[src/rtl/conv2d_pkg.sv]
// Shared definitions for the output BRAM-to-AXI-Stream block:
// default bus widths and the 3-bit FSM state encoding.
package conv2d_pkg;

   localparam int DEFAULT_DATA_WIDTH = 32;
   localparam int DEFAULT_ADDR_WIDTH = 10;

   typedef enum logic [2:0] {
      S_Reset  = 3'd0,
      S_Idle   = 3'd1,
      S_Stream = 3'd2,
      S_Done   = 3'd3
   } state_t;

endpackage

[src/rtl/output_bram_axis_tx_if.sv]
// AXI-Stream master bus (tdata/tvalid/tlast/tready) bundled for the
// transmitter; the master modport is the block, the slave is the sink.
interface output_bram_axis_tx_if
   import conv2d_pkg::*;
#(
   parameter int DATA_WIDTH = DEFAULT_DATA_WIDTH
);

   logic [DATA_WIDTH-1:0] tdata;
   logic                  tvalid;
   logic                  tlast;
   logic                  tready;

   modport master (
      output tdata,
      output tvalid,
      output tlast,
      input  tready
   );

   modport slave (
      input  tdata,
      input  tvalid,
      input  tlast,
      output tready
   );

endinterface

[src/rtl/axis_fifo2.sv]
// Two-entry FIFO holding BRAM read data until the stream sink takes it.
// Exposes only occupancy and head; the producer is expected to throttle
// itself from the count, so push into a full FIFO is dropped defensively.
module axis_fifo2
   import conv2d_pkg::*;
#(
   parameter int DATA_WIDTH = DEFAULT_DATA_WIDTH
) (
   input  logic                  clk,
   input  logic                  srst,
   input  logic                  push,
   input  logic [DATA_WIDTH-1:0] din,
   input  logic                  pop,
   output logic [1:0]            count,
   output logic [DATA_WIDTH-1:0] head
);

   localparam logic [1:0] COUNT_ONE = 2'd1;

   logic [DATA_WIDTH-1:0] mem_reg [2];
   logic                  wr_ptr_reg;
   logic                  rd_ptr_reg;
   logic [1:0]            count_reg;
   logic                  pop_ok;
   logic                  push_ok;

   assign pop_ok  = pop && (count_reg != 2'd0);
   assign push_ok = push && ((count_reg != 2'd2) || pop_ok);

   // Storage, pointers and occupancy; storage is cleared so head reads 0 after reset
   always_ff @(posedge clk) begin
      if (srst) begin
         for (int i = 0; i < 2; i++) begin
            mem_reg[i] <= '0;
         end
         wr_ptr_reg <= 1'b0;
         rd_ptr_reg <= 1'b0;
         count_reg  <= 2'd0;
      end else begin
         if (push_ok) begin
            mem_reg[wr_ptr_reg] <= din;
            wr_ptr_reg          <= ~wr_ptr_reg;
         end
         if (pop_ok) begin
            rd_ptr_reg <= ~rd_ptr_reg;
         end
         case ({push_ok, pop_ok})
            2'b10:   count_reg <= count_reg + COUNT_ONE;
            2'b01:   count_reg <= count_reg - COUNT_ONE;
            default: count_reg <= count_reg;
         endcase
      end
   end

   assign count = count_reg;
   assign head  = mem_reg[rd_ptr_reg];

endmodule

[src/rtl/output_bram_axis_tx.sv]
// Streams NUM_WORDS words from BRAM port B (1-cycle read latency) onto an
// AXI-Stream master. Reads are throttled so that FIFO contents plus the
// read in flight never exceed two words; the sink may stall at any time.
module output_bram_axis_tx
   import conv2d_pkg::*;
#(
   parameter int DATA_WIDTH = DEFAULT_DATA_WIDTH,
   parameter int ADDR_WIDTH = DEFAULT_ADDR_WIDTH
) (
   input  logic                   clk,
   input  logic                   Reset,
   input  logic                   start,
   input  logic [ADDR_WIDTH:0]    NUM_WORDS,
   output logic                   enb,
   output logic [ADDR_WIDTH-1:0]  addrb,
   input  logic [DATA_WIDTH-1:0]  doutb,
   output_bram_axis_tx_if.master  m_axis,
   output logic                   busy,
   output logic                   done
);

   localparam logic [ADDR_WIDTH-1:0] ADDR_ONE = 1;
   localparam logic [ADDR_WIDTH:0]   CNT_ONE  = 1;

   state_t                state_reg;
   logic [ADDR_WIDTH:0]   num_words_reg;
   logic [ADDR_WIDTH:0]   issued_reg;
   logic [ADDR_WIDTH:0]   sent_reg;
   logic [ADDR_WIDTH-1:0] rd_addr_reg;
   logic                  inflight_reg;
   logic                  busy_reg;
   logic                  done_reg;

   logic [1:0]            fifo_count;
   logic [DATA_WIDTH-1:0] fifo_head;
   logic                  fifo_srst;
   logic                  tvalid;
   logic                  pop;
   logic                  last_beat;
   logic [2:0]            level;
   logic                  has_room;
   logic                  issue;

   // A word is presented whenever the FIFO holds one; a beat leaves on handshake
   assign tvalid    = (fifo_count != 2'd0);
   assign pop       = tvalid & m_axis.tready;
   assign last_beat = (sent_reg == (num_words_reg - CNT_ONE));

   // Words already committed (buffered or in flight) minus the one leaving now
   assign level    = {1'b0, fifo_count} + {2'b00, inflight_reg};
   assign has_room = (level <= (3'd1 + {2'b00, pop}));
   assign issue    = (state_reg == S_Stream) && (issued_reg < num_words_reg) && has_room;

   // Address is forced to zero on idle cycles so the BRAM port sees a clean bus
   assign enb   = issue;
   assign addrb = issue ? rd_addr_reg : '0;

   assign m_axis.tvalid = tvalid;
   assign m_axis.tdata  = fifo_head;
   assign m_axis.tlast  = tvalid & last_beat;

   assign busy = busy_reg;
   assign done = done_reg;

   assign fifo_srst = ~Reset;

   axis_fifo2 #(
      .DATA_WIDTH (DATA_WIDTH)
   ) u_fifo (
      .clk   (clk),
      .srst  (fifo_srst),
      .push  (inflight_reg),
      .din   (doutb),
      .pop   (pop),
      .count (fifo_count),
      .head  (fifo_head)
   );

   // Control FSM with read/sent counters; busy and done are registered alongside the state
   always_ff @(posedge clk) begin
      if (!Reset) begin
         state_reg     <= S_Reset;
         num_words_reg <= '0;
         issued_reg    <= '0;
         sent_reg      <= '0;
         rd_addr_reg   <= '0;
         inflight_reg  <= 1'b0;
         busy_reg      <= 1'b0;
         done_reg      <= 1'b0;
      end else begin
         // Data for a read issued this cycle arrives on doutb next cycle
         inflight_reg <= issue;
         if (issue) begin
            rd_addr_reg <= rd_addr_reg + ADDR_ONE;
            issued_reg  <= issued_reg + CNT_ONE;
         end
         if (pop) begin
            sent_reg <= sent_reg + CNT_ONE;
         end

         case (state_reg)
            S_Reset: begin
               state_reg <= S_Idle;
               busy_reg  <= 1'b0;
               done_reg  <= 1'b0;
            end
            S_Idle: begin
               if (start) begin
                  num_words_reg <= NUM_WORDS;
                  issued_reg    <= '0;
                  sent_reg      <= '0;
                  rd_addr_reg   <= '0;
                  busy_reg      <= 1'b1;
                  if (NUM_WORDS == '0) begin
                     state_reg <= S_Done;
                     done_reg  <= 1'b1;
                  end else begin
                     state_reg <= S_Stream;
                  end
               end
            end
            S_Stream: begin
               if (pop && last_beat) begin
                  state_reg <= S_Done;
                  done_reg  <= 1'b1;
               end
            end
            S_Done: begin
               state_reg <= S_Idle;
               busy_reg  <= 1'b0;
               done_reg  <= 1'b0;
            end
            default: begin
               state_reg <= S_Reset;
               busy_reg  <= 1'b0;
               done_reg  <= 1'b0;
            end
         endcase
      end
   end

endmodule

[src/flat_wrapper.sv]
// flat-port wrapper written by rule: the top's interface ports become plain ports
module output_bram_axis_tx_flat import conv2d_pkg::*;
#(
   parameter int DATA_WIDTH = DEFAULT_DATA_WIDTH,
   parameter int ADDR_WIDTH = DEFAULT_ADDR_WIDTH
)
  (clk, Reset, start, NUM_WORDS, enb, addrb, doutb, busy, done, m_axis_tdata, m_axis_tvalid, m_axis_tlast, m_axis_tready);
  output_bram_axis_tx_if #(.DATA_WIDTH(DATA_WIDTH)) m_axis_i ();
  input  logic clk;
  input  logic Reset;
  input  logic start;
  input  logic [ADDR_WIDTH:0] NUM_WORDS;
  output logic enb;
  output logic [ADDR_WIDTH-1:0] addrb;
  input  logic [DATA_WIDTH-1:0] doutb;
  output logic busy;
  output logic done;
  output wire logic [$bits(m_axis_i.tdata)-1:0] m_axis_tdata;
  output wire logic [$bits(m_axis_i.tvalid)-1:0] m_axis_tvalid;
  output wire logic [$bits(m_axis_i.tlast)-1:0] m_axis_tlast;
  input wire logic [$bits(m_axis_i.tready)-1:0] m_axis_tready;
  assign m_axis_tdata = m_axis_i.tdata;
  assign m_axis_tvalid = m_axis_i.tvalid;
  assign m_axis_tlast = m_axis_i.tlast;
  assign m_axis_i.tready = m_axis_tready;
  output_bram_axis_tx #(.DATA_WIDTH(DATA_WIDTH), .ADDR_WIDTH(ADDR_WIDTH)) u_core (.clk(clk), .Reset(Reset), .start(start), .NUM_WORDS(NUM_WORDS), .enb(enb), .addrb(addrb), .doutb(doutb), .m_axis(m_axis_i), .busy(busy), .done(done));
endmodule
[config.mk]
export PLATFORM = sky130hd
export DESIGN_NAME = output_bram_axis_tx_flat
export DESIGN_NICKNAME = d
export VERILOG_FILES = /design/src/rtl/conv2d_pkg.sv /design/src/rtl/output_bram_axis_tx_if.sv /design/src/rtl/axis_fifo2.sv /design/src/rtl/output_bram_axis_tx.sv /design/src/flat_wrapper.sv
export SDC_FILE = /design/constraint.sdc
export NUM_CORES = 1
export LEC_CHECK = 0
export ABC_AREA = 1
export BUFFER_PORTS_ARGS = -buffer_cell sky130_fd_sc_hd__buf_2
export CORE_UTILIZATION = 51
export CTS_CLUSTER_SIZE = 16
export DETAILED_ROUTE_END_ITERATION = 12
export HOLD_SLACK_MARGIN = 0.12
export PLACE_DENSITY = 0.76
export SETUP_SLACK_MARGIN = 0.3
export SYNTH_ARGS = -nofsm -noshare
export SYNTH_HDL_FRONTEND = slang
export SYNTH_SLANG_ARGS = --single-unit
[constraint.sdc]
create_clock -name clk -period 2.5 [get_ports clk]
set_input_delay 0.5 -clock clk [delete_from_list [all_inputs] [get_ports clk]]
set_output_delay 0.5 -clock clk [all_outputs]
set_load 0.02 [all_outputs]
==> results of run 1 <==
[per-layer routing]
metal / vias up / global-route usage, % / wire length [um]
met3: 30 / 6.70 / 740
met4: 0 / 9.05 / 361
met5: - / 0 / 0
met2: 156 / 42.9 / 6970
li1: 2487 / - / -
met1: 2373 / 27.9 / 5910
[critical path: stages (launching register included)]
cell	delay (ns)
dfxtp_2	0.32
ha_2	0.20
fa_1	0.48
nand2_1	0.11
nor2_2	0.05
o21ai_2	0.17
nand3_4	0.18
buf_12	0.20
nor2_4	0.09
buf_6	0.12
[placed cells by master (no fill, tap or decap), types with 10 or more instances in the layout]
master / count
nand2_1: 100
nor2_1: 97
buf_2: 82
inv_1: 80
edfxtp_1: 64
dfxtp_1: 44
nand3_1: 41
a21oi_1: 40
mux2_2: 32
o21ai_0: 27
buf_4: 27
clkbuf_16: 18
ha_1: 14
buf_6: 14
nor3_1: 12
nor2_4: 10
[power by group]
part	leakage, nW	internal (W)	total, W	switching (W)
Clock	0.277	0.00157	0.00247	0.000898
Sequential	1.10	0.00225	0.00239	0.000135
Combinational	1.94	0.00102	0.00252	0.00150
Total	3.31	0.00485	0.00738	0.00253
[per-stage QoR]
step                      hold WS [ns]  area (um^2)  util (%)  power [W]  cells
after global routing             0.389         7710      67.8    0.00779    959
after global placement           0.435         6790      59.7    0.00446    915
after CTS                        0.380         7600      66.9    0.00721    955
after detailed placement         0.446         6790      59.7    0.00456    915
after floorplan                  0.425         6060         -    0.00397    676
final                            0.391         7710      67.8    0.00738    959
[cell type report]
cell class	instances	area share [%]
clock inverters	14	2.27
flip-flops and latches	117	38.9
well taps	143	2.32
clock buffers	18	5.57
repair buffers	128	11.3
multi-input cells	449	35.1
inverters	90	4.58
[timing repair]
item,CTS,global route
gates cloned,0,1
setup buffers,8,3
gates resized for setup,43,22
pin swaps,6,10
endpoints found under the setup margin,26,34
hold endpoints to repair,0,0
[cells by family after synthesis]
| logic type | after synthesis | share of synthesized area [%] |
|---|---|---|
| simple gates | 301 | 22.7 |
| flops | 117 | 50.2 |
| buf+inv | 110 | 7.43 |
| fa+ha+maj | 21 | 4.55 |
| compound gates | 84 | 7.41 |
| xor+xnor | 11 | 1.62 |
| mux | 32 | 6.07 |
[path summary, 6_finish.rpt]
check / slack (ns) / depth (start not counted) / to
min: 0.39 / 3 / u_core.num_words_reg[8]
min reg2reg: 0.46 / 1 / u_core.u_fifo.rd_ptr_reg
max reg2reg: 0.06 / 11 / u_core.issued_reg[9]
max: -0.33 / 9 / addrb[3]
[cell usage after synthesis (4+ instances only)]
| library cell | instances |
|---|---|
| a21oi_1 | 41 |
| buf_2 | 7 |
| buf_4 | 4 |
| clkbuf_1 | 6 |
| dfxtp_1 | 53 |
| edfxtp_1 | 64 |
| ha_1 | 20 |
| inv_1 | 84 |
| inv_2 | 4 |
| mux2_2 | 32 |
| nand2_1 | 102 |
| nand3_1 | 41 |
| nand4_1 | 4 |
| nor2_1 | 110 |
| nor2_2 | 4 |
| nor3_1 | 12 |
| nor4_1 | 4 |
| o21ai_0 | 33 |
| or2_2 | 6 |
| xor2_1 | 8 |
==> results.cfg, run 1 <==
[die]
fp.dieH_um = 110
fp.dieW_um = 110
start_util_pct = 52.3
core_um2 = 11400
boundaryPins = 94
rows = 39
fp.dieArea_um2 = 12100

[setup_path]
critPathKind = reg -> out
r2r_start = u_core.u_fifo.count[0]
startpoint = u_core.u_fifo.count[0]
end_kind = primary output
critPathRequiredTime_ns = 2.00
start_kind = flip-flop
worstPathArrival_ns = 2.33
path_max_fanout = 8

[global_route]
antenna_found_initial = 0
gr-usage-all-layers_pct = 24.3
grt_max_degree = 34
grt_overflow = 0
grt_pass1_vias = 4909
grt_pass1_wl_mm = 22.3

[clock_tree]
clkSinkCount = 117
cts_hold_buf = 0
cts_max_level = 4
numCtsBuffers = 17
cts_max_path_buffers = 2
root_buffer = clkbuf_16
cts_tree = yes
path_clk_slew_ns = 0.06
insertion_delay_ns = 0.41

[sta]
worst_pin_slew_ns = 0.452
drv_slew = 0
grt_setup_unrepaired = yes
clock_skew_ns = 0.00929
layout_min_cycle_time_ns = 2.83
slew_headroom_pct = 69.5
fmax_ghz = 0.354
setup_viol = 12
fin_ws_ns = -0.326
final_hold_viol_count = 0
fin_crit_sh_pct = 113
fin_setup_tns_ns = -3.35

[routing]
wl_per_cell_um = 14.6
dr.pass1.iters = 5
via_per_inst = 5.26
dr.first_iter.drc_count = 278
antenna_left = 0
post-route-drc-count = 0
vias = 5046
wirelength_mm = 14.0

[power]
peakVddDrop_uv = 540
p_leak_nw = 3.31
power_density_nw_per_um2 = 956

[yosys]
netlist_area_um2 = 5940
ys.flop_type = edfxtp_1
yosysTopAreaCellShare_pct = 32.4
yosysSeqAreaShare_pct = 50.2
syn_nets = 744
syn_area_per_cell_um2 = 8.79
synth_cells = 676
synth_edf_count = 64
ys_warn_count = 0
synth_seq_cells = 117
synth_cell_types = 41
synthTopCellsByArea = edfxtp_1 (32%), dfxtp_1 (18%), nor2_1 (7.0%)
yosys.area.top_type = edfxtp_1
synthArstFlopShare_pct = 0

[final_layout]
nFillCells = 871
register_area_um2 = 3000
multi_input_area_um2 = 2710
drive_gt1_share_pct = 31.9
nNetsFinal = 871
largest_reg_flops = 64
syn_to_final_growth_pct = 29.8
antenna_cells = 0

[placement]
place_worst_setup_slack_ns = -0.186
io_buffers = 93
detailed_place_hpwl_mm = 9.36
place_congestion = 0.834

[status]
violations = negative setup slack
status = finished with violations

[job]
cap_violations = 0

[hold_path]
hp-class = in -> reg
worstHoldStart = NUM_WORDS[8]
(Power assumes the default switching activity.)
==> run 2, diff against run 1 <==
--- a/config.mk
+++ b/config.mk
@@ -11,7 +11,7 @@
 export CTS_CLUSTER_SIZE = 16
 export DETAILED_ROUTE_END_ITERATION = 12
 export HOLD_SLACK_MARGIN = 0.12
-export PLACE_DENSITY = 0.76
+export PLACE_DENSITY = 0.75
 export SETUP_SLACK_MARGIN = 0.3
 export SYNTH_ARGS = -nofsm -noshare
 export SYNTH_HDL_FRONTEND = slang
==> run 2 against run 1 <==
Effect of this change: the flow still finishes with violations (negative setup slack); count of clock-buffer cells in the layout grew 1; clock skew shrank 0.0028 ns; largest power group unchanged; clock power shrank 6%; first-iteration DRC count grew 10%.
==> results.cfg, run 2 (same netlist as run 1, synthesis figures left out) <==
[power]
power_density_nw_per_um2 = 933
p_leak_nw = 3.31
peakVddDrop_uv = 541

[setup_path]
worstPathArrival_ns = 2.29
cp_slowest_cell = fa_1
path_max_fanout = 6
start_kind = flip-flop
critPathKind = reg -> out
r2r_start = u_core.u_fifo.count[0]
slowest_delay_ns = 0.48
critPathRequiredTime_ns = 2.00
crit_family = adder cells
end_kind = primary output
critPathBufInv = 2
path_cells = ha_2, fa_1, nand2_1, nor2_1, o21ai_2, nand3_4, buf_12, nor2_4, buf_6
startpoint = u_core.u_fifo.count[0]

[placement]
post-place-cells = 920
io_buffers = 93
place_congestion = 0.896
placed_cell_area_um2 = 6830
place_worst_setup_slack_ns = -0.217
detailed_place_hpwl_mm = 9.20

[die]
core_um2 = 11400
start_util_pct = 52.3
rows = 39
fp.dieW_um = 110
fp.dieArea_um2 = 12100
fp.dieH_um = 110
boundaryPins = 94

[clock_tree]
root_buffer = clkbuf_16
numCtsBuffers = 17
cts_max_path_buffers = 2
path_clk_slew_ns = 0.06
insertion_delay_ns = 0.41
cts_hold_buf = 0
cts_tree = yes
cts_max_level = 4
clkSinkCount = 117

[routing]
dr.pass1.iters = 6
vias = 5000
post-route-drc-count = 0
dr.first_iter.drc_count = 307
via_per_inst = 5.19
wirelength_mm = 13.5
wl_per_cell_um = 14.0
antenna_left = 0

[global_route]
grt_pass1_wl_mm = 21.7
grt_max_degree = 34
grt_overflow = 0
grt_pass1_vias = 4829
gr-usage-all-layers_pct = 23.5
antenna_found_initial = 0

[sta]
worst_pin_slew_ns = 0.497
fin_crit_sh_pct = 112
fin_setup_tns_ns = -2.88
layout_min_cycle_time_ns = 2.79
final_hold_viol_count = 0
clock_skew_ns = 0.00645
fmax_ghz = 0.359
drv_slew = 0
slew_headroom_pct = 66.5
grt_setup_unrepaired = yes
setup_viol = 12
fin_ws_ns = -0.289

[final_layout]
final_cell_mix = nor2_1 (100), nand2_1 (98), buf_2 (81)
syn_to_final_growth_pct = 29.1
antenna_cells = 0
layout_commonest_cell = nor2_1
fin_cells = 963
final_area_um2 = 7670
drive_gt1_share_pct = 31.5
nNetsFinal = 875
largest_reg_flops = 64
postLayoutCoreUtil_pct = 67.4

[hold_path]
worstHoldStart = NUM_WORDS[8]
hp-class = in -> reg

[job]
cap_violations = 0

[status]
status = finished with violations
violations = negative setup slack
[run 2: per-layer routing]
layer	GRT usage, %	wire [um]	vias up
li1	-	-	2501
met1	27.5	5720	2323
met2	41.0	6680	149
met3	5.75	797	27
met4	9.62	313	0
met5	0	0	-
[run 2: power by group]
part / total (W) / internal, W / switching, W / leakage [nW]
registers: 0.00238 / 0.00225 / 0.000135 / 1.09
clock network: 0.00231 / 0.00146 / 0.000855 / 0.263
logic: 0.00246 / 0.000990 / 0.00147 / 1.95
total: 0.00715 / 0.00470 / 0.00246 / 3.31
[run 2: path summary, 6_finish.rpt]
| path | end | slack [ns] | cells past startpoint |
|---|---|---|---|
| setup / recovery | addrb[5] | -0.29 | 9 |
| hold / removal | u_core.num_words_reg[8] | 0.39 | 3 |
| setup reg to reg | u_core.issued_reg[10] | 0.15 | 11 |
| hold reg to reg | flip-flop | 0.46 | 1 |
[run 2: tightest hold or removal path, stage by stage]
cell and delay [ns]:
buf_2 0.08, o21ai_0 0.07, a21oi_1 0.11
[run 2: repair_timing]
| action | CTS | global route |
|---|---|---|
| cloned | 0 | 0 |
| setup endpoints to repair | 16 | 33 |
| pin swaps | 4 | 7 |
| setup buffers | 9 | 2 |
| gates resized for setup | 25 | 38 |
[run 2: cell type report]
cell class	instances	area [um^2]
Clock inverter	13	134
Tap cell	143	179
Clock buffer	19	433
Timing Repair Buffer	132	898
Sequential cell	117	2990
Multi-Input combinational cell	449	2680
Fill cell	880	3700
Inverter	90	348
[run 2: metrics by stage]
step	hold slack, ns	power [W]
2_1_floorplan	0.425	0.00397
3_3_place_gp	0.437	0.00449
3_5_place_dp	0.450	0.00458
4_1_cts	0.384	0.00706
5_1_grt	0.405	0.00756
6_report	0.390	0.00715
